$ cat config.mk
export PLATFORM = sky130hd
export DESIGN_NAME = uart_tx_flow
export DESIGN_NICKNAME = d
export VERILOG_FILES = /design/src/rtl/uart_tx_flow.sv
export SDC_FILE = /design/constraint.sdc
export NUM_CORES = 1
export LEC_CHECK = 0
export CORE_UTILIZATION = 50
export DETAILED_ROUTE_END_ITERATION = 12
export PLACE_DENSITY = 0.74
export SYNTH_ARGS = -nofsm -noshare
export SYNTH_HDL_FRONTEND = slang
export SYNTH_SLANG_ARGS = --single-unit
$ cat constraint.sdc
create_clock -name clk -period 2.4 [get_ports clk]
set_input_delay 0.24 -clock clk [delete_from_list [all_inputs] [get_ports clk]]
set_output_delay 0.24 -clock clk [all_outputs]
set_load 0.02 [all_outputs]
$ cat src/rtl/uart_tx_flow.sv
// 8N1 UART transmitter merging a one-deep control byte buffer with a payload FIFO.
// Pending control bytes always win arbitration over payload in the idle state.
module uart_tx_flow #(
  parameter int unsigned BAUD_DIV = 868
) (
  input  logic       clk,
  input  logic       rst,
  input  logic [7:0] ctl_msg,
  input  logic       ctl_wr,
  input  logic [7:0] data_in,
  input  logic       data_valid,
  output logic       data_ready,
  output logic       tx,
  output logic       busy,
  output logic       ctl_pending,
  output logic       ctl_ovf
);

  typedef enum logic [1:0] {
    IDLE  = 2'd0,
    START = 2'd1,
    DATA  = 2'd2,
    STOP  = 2'd3
  } state_t;

  localparam logic [15:0] BAUD_LAST = 16'(BAUD_DIV - 1);

  state_t      r_state;
  state_t      w_state_next;
  logic [7:0]  r_shift;
  logic [7:0]  w_shift_next;
  logic [2:0]  r_bit_cnt;
  logic [2:0]  w_bit_cnt_next;
  logic [15:0] r_baud_cnt;
  logic [15:0] w_baud_cnt_next;
  logic        r_tx;
  logic        w_tx_next;
  logic [7:0]  r_ctl_msg;
  logic        r_ctl_pending;
  logic        r_ctl_ovf;
  logic        w_baud_tick;
  logic        w_ctl_consume;
  logic        w_data_take;

  assign w_baud_tick   = (r_baud_cnt == BAUD_LAST);
  assign w_ctl_consume = (r_state == IDLE) && r_ctl_pending;
  assign data_ready    = (r_state == IDLE) && !r_ctl_pending && !rst;
  assign w_data_take   = data_ready && data_valid;

  always_comb begin
    w_state_next    = r_state;
    w_shift_next    = r_shift;
    w_bit_cnt_next  = r_bit_cnt;
    w_baud_cnt_next = r_baud_cnt;
    case (r_state)
      IDLE: begin
        w_baud_cnt_next = 16'd0;
        w_bit_cnt_next  = 3'd0;
        if (w_ctl_consume) begin
          w_state_next = START;
          w_shift_next = r_ctl_msg;
        end else if (w_data_take) begin
          w_state_next = START;
          w_shift_next = data_in;
        end
      end
      START: begin
        if (w_baud_tick) begin
          w_state_next    = DATA;
          w_baud_cnt_next = 16'd0;
          w_bit_cnt_next  = 3'd0;
        end else begin
          w_baud_cnt_next = r_baud_cnt + 16'd1;
        end
      end
      DATA: begin
        if (w_baud_tick) begin
          w_baud_cnt_next = 16'd0;
          w_shift_next    = {1'b0, r_shift[7:1]};
          if (r_bit_cnt == 3'd7) begin
            w_state_next = STOP;
          end else begin
            w_bit_cnt_next = r_bit_cnt + 3'd1;
          end
        end else begin
          w_baud_cnt_next = r_baud_cnt + 16'd1;
        end
      end
      STOP: begin
        if (w_baud_tick) begin
          w_state_next    = IDLE;
          w_baud_cnt_next = 16'd0;
        end else begin
          w_baud_cnt_next = r_baud_cnt + 16'd1;
        end
      end
      default: w_state_next = IDLE;
    endcase
  end

  // tx is registered from the next state so the line moves in the same cycle as the state
  always_comb begin
    w_tx_next = 1'b1;
    case (w_state_next)
      START:   w_tx_next = 1'b0;
      DATA:    w_tx_next = w_shift_next[0];
      default: w_tx_next = 1'b1;
    endcase
  end

  always_ff @(posedge clk) begin
    if (rst) begin
      r_state    <= IDLE;
      r_shift    <= 8'h00;
      r_bit_cnt  <= 3'd0;
      r_baud_cnt <= 16'd0;
      r_tx       <= 1'b1;
    end else begin
      r_state    <= w_state_next;
      r_shift    <= w_shift_next;
      r_bit_cnt  <= w_bit_cnt_next;
      r_baud_cnt <= w_baud_cnt_next;
      r_tx       <= w_tx_next;
    end
  end

  // Latest flow-control byte wins; overwrite of an unconsumed byte is flagged sticky
  always_ff @(posedge clk) begin
    if (rst) begin
      r_ctl_msg     <= 8'h00;
      r_ctl_pending <= 1'b0;
      r_ctl_ovf     <= 1'b0;
    end else if (ctl_wr) begin
      r_ctl_msg     <= ctl_msg;
      r_ctl_pending <= 1'b1;
      if (r_ctl_pending && !w_ctl_consume) begin
        r_ctl_ovf <= 1'b1;
      end
    end else if (w_ctl_consume) begin
      r_ctl_pending <= 1'b0;
    end
  end

  assign tx          = r_tx;
  assign busy        = (r_state != IDLE);
  assign ctl_pending = r_ctl_pending;
  assign ctl_ovf     = r_ctl_ovf;

endmodule

==> impl_metrics.tcl <==
set metrics [dict create \
    reg2reg_from "r_baud_cnt[11]$_SDFF_PP0_" \
    synthCells 214 \
    dp_hpwl_microns 2820 \
    worstPathArrival_ns 1.94 \
    yosys-top-cells-area "dfxtp_1 (43%), nor2_1 (6.5%), mux2i_1 (5.9%), xnor2_1 (4.3%), nand3_1 (3.2%)" \
    routed_wirelength_microns 3790 \
    wl_per_cell_microns 13.3 \
    io_pins 25 \
    die_x_microns 62.9 \
    antenna_found_initial 0 \
    drt_iter0_drc 128 \
    ys_warn_count 0 \
    tightest_slew_ns 0.584 \
    status "complete, no violations" \
    fin_util_pct 65.6 \
    start_util_pct 53.9 \
    firstDrtPassIters 4 \
    hp-class "register to register" \
    synth_nets 237 \
    async_flop_share_pct 0 \
    required_ns 2.16 \
    post-cts-setup-buffers 0 \
    synth_ff_type "dfxtp_1" \
    area_growth_pct 21.9 \
    clkTransAtPathRegs_ns 0.07 \
    p_leak_nw 0.804 \
    start_kind "register" \
    core-area_sq_mm 0.00344 \
    grt_pass1_wl_microns 6350 \
    clk_latency_ns 0.29 \
    swShare_pct 22.1 \
    clock-skew-final_ns 0.00874 \
    via_per_inst 5.35 \
    cp-end-kind "output pin" \
    cts_tree "yes" \
    combPwrFrac_pct 10.3 \
    clock.fmax_ghz 0.458 \
    grtUsageMet1_pct 25.4 \
    grt_pass1_vias 1405 \
    setup-violations-final 0 \
    rr_worst_depth 5 \
    synth-edff-count 0 \
    yosys.area.top_type "dfxtp_1" \
    grt_busiest_layer "met2" \
    syn_area_sq_mm 0.00185 \
    ys_ff_latch 40 \
    grt_max_degree 20 \
    htree_levels 2 \
    final_cell_mix "dfxtp_1 (40), nor2_1 (32), clkdlybuf4s50_1 (24)" \
    final_area_sq_mm 0.00226 \
    finalHoldViolCount 0 \
    reg2reg_to "r_bit_cnt[0]$_SDFFE_PP0P_" \
    antenna_left 0 \
    globalRouteOverflowTotal 0 \
    crit_type "register to output pin" \
    die_area_sq_mm 0.00396 \
    vdd_drop_max_mv 0.424 \
    cts_buffers 5 \
    place_area_sq_mm 0.00213 \
    slowest_stage "clkdlybuf4s50_1" \
    min_from "r_bit_cnt[2]$_SDFFE_PP0P_" \
    fin_crit_ns 2.18 \
    met2_usage_pct 33.7 \
    port_buffers 24 \
    crit_path_cell_trace "nor2_1, inv_1, nor3_1, clkdlybuf4s50_1" \
    seq_power_share_pct 48.5 \
    postCtsHoldBufs 0 \
    synth.distinct_cells 41 \
    via_count 1530 \
    p_clk_share_pct 41.2 \
    hold_slack_ns 0.470 \
    worstPathMaxFanout 7 \
    hold_path_depth 2 \
    gr-usage-all-layers_pct 20.6 \
    power_switching_w 0.000322 \
    diodes 0 \
    critPathMaxStageDelay_ns 0.65 \
    die_h_microns 62.9 \
    relSlewSlack_pct 61.0 \
    layout_commonest_cell "dfxtp_1" \
    clockRootBuffer "clkbuf_8" \
    cts_resized 0 \
    fin_crit_sh_pct 91.0 \
    yosys.area.top_type_share_pct 43.2 \
    num_rows 21 \
    slew_viol_final 0 \
    internal_power_w 0.00113 \
    numClockSinks 40 \
    drt_drc_violations_left 0 \
    tns_ns 0 \
    gr-usage-met3_pct 6.39 \
    cap_violations 0 \
    clock_path_buffers 2 \
    r2r_setup_slack_ns 0.29 \
    layout-drive-gt1-share_pct 9.17 \
    power_w 0.00145 \
    syn_avg_cell_area_sq_um 8.66 \
    powerDensity_mw_per_mm2 643 \
    fin_nets 262 \
    place_congestion 0.802 \
    yosysSeqAreaShare_pct 43.2 \
    holdPathEnd "r_bit_cnt[2]$_SDFFE_PP0P_" \
    grt_setup_unrepaired "no" \
]
==> power by group through the flow <==
stage / logic [W] / clock network, W / registers, W
after global placement: 0.000149 / 0 / 0.000720
after floorplan: 0.0000884 / 0 / 0.000717
after global routing: 0.000165 / 0.000643 / 0.000708
after detailed placement: 0.000151 / 0 / 0.000720
final: 0.000150 / 0.000599 / 0.000705
after CTS: 0.000151 / 0.000608 / 0.000705
==> state kept, by name, summed over array words and instances, names as in the netlist <==
signal / flops
r_baud_cnt: 16
r_ctl_msg: 8
r_shift: 8
r_bit_cnt: 3
r_state: 2
ctl_ovf: 1
ctl_pending: 1
tx: 1
==> synth_stat cells (2+ instances only) <==
library cell  count
or3_1             3
or3_2             2
nor4_1            2
clkbuf_1          6
inv_1            12
nor2b_1           2
a31oi_1           5
nand2_1          14
nand3_1          12
xnor2_1           9
mux2i_1          11
nand4_1           2
dfxtp_1          40
nor2_1           32
and2_4            2
nor3_1           11
buf_4             2
ha_1              3
xor2_1            3
o21ai_0           8
a22oi_1           7
o21ai_1           2
a21oi_1           6
==> final cells by class <==
type | instances | area [sq um]
Fill cell | 282 | 1180
Tap cell | 46 | 57.6
Sequential cell | 40 | 801
Clock inverter | 1 | 30.0
Clock buffer | 7 | 96.3
Multi-Input combinational cell | 153 | 967
Timing Repair Buffer | 27 | 263
Inverter | 12 | 45.0
==> worst max-delay path: cells and delay by family (launching register included) <==
kind,cells,cell delay [ns]
buf+inv,2,0.81
simple gates,2,0.46
flops,1,0.38
==> kinds of logic after synthesis <==
kind of cell               synth area share [%]
AOI/OAI and AO/OA                          12.1
xor gates and xnor gates                   5.67
and+or+nand+nor                            26.4
buffers and inverters                      4.66
adders and majority gates                  2.02
muxes                                      5.94
DFF                                        43.2
==> worst max-delay path by stage <==
stage | endpoint | cells after the start | startpoint
final | data_ready | 4 | r_state[0]$_SDFF_PP0_
after global routing | data_ready | 4 | r_state[0]$_SDFF_PP0_
after CTS | data_ready | 4 | r_state[0]$_SDFF_PP0_
after detailed placement | r_bit_cnt[0]$_SDFFE_PP0P_ | 5 | r_baud_cnt[11]$_SDFF_PP0_
after global placement | r_bit_cnt[0]$_SDFFE_PP0P_ | 5 | r_baud_cnt[11]$_SDFF_PP0_
after floorplan | r_shift[6]$_SDFFE_PP0P_ | 7 | r_state[0]$_SDFF_PP0_
==> per-stage QoR <==
stage	std cells	worst slack, ns
after global routing	286	0.0946
after floorplan	214	0.331
after detailed placement	278	0.285
after CTS	286	0.210
final	286	0.215
after global placement	278	0.348
==> layer usage <==
layer | up-vias | routed length (microns)
li1 | 794 | -
met1 | 704 | 1810
met2 | 27 | 1800
met3 | 5 | 139
met4 | 0 | 47
met5 | - | 0
Power figures use the tool's default switching activity.
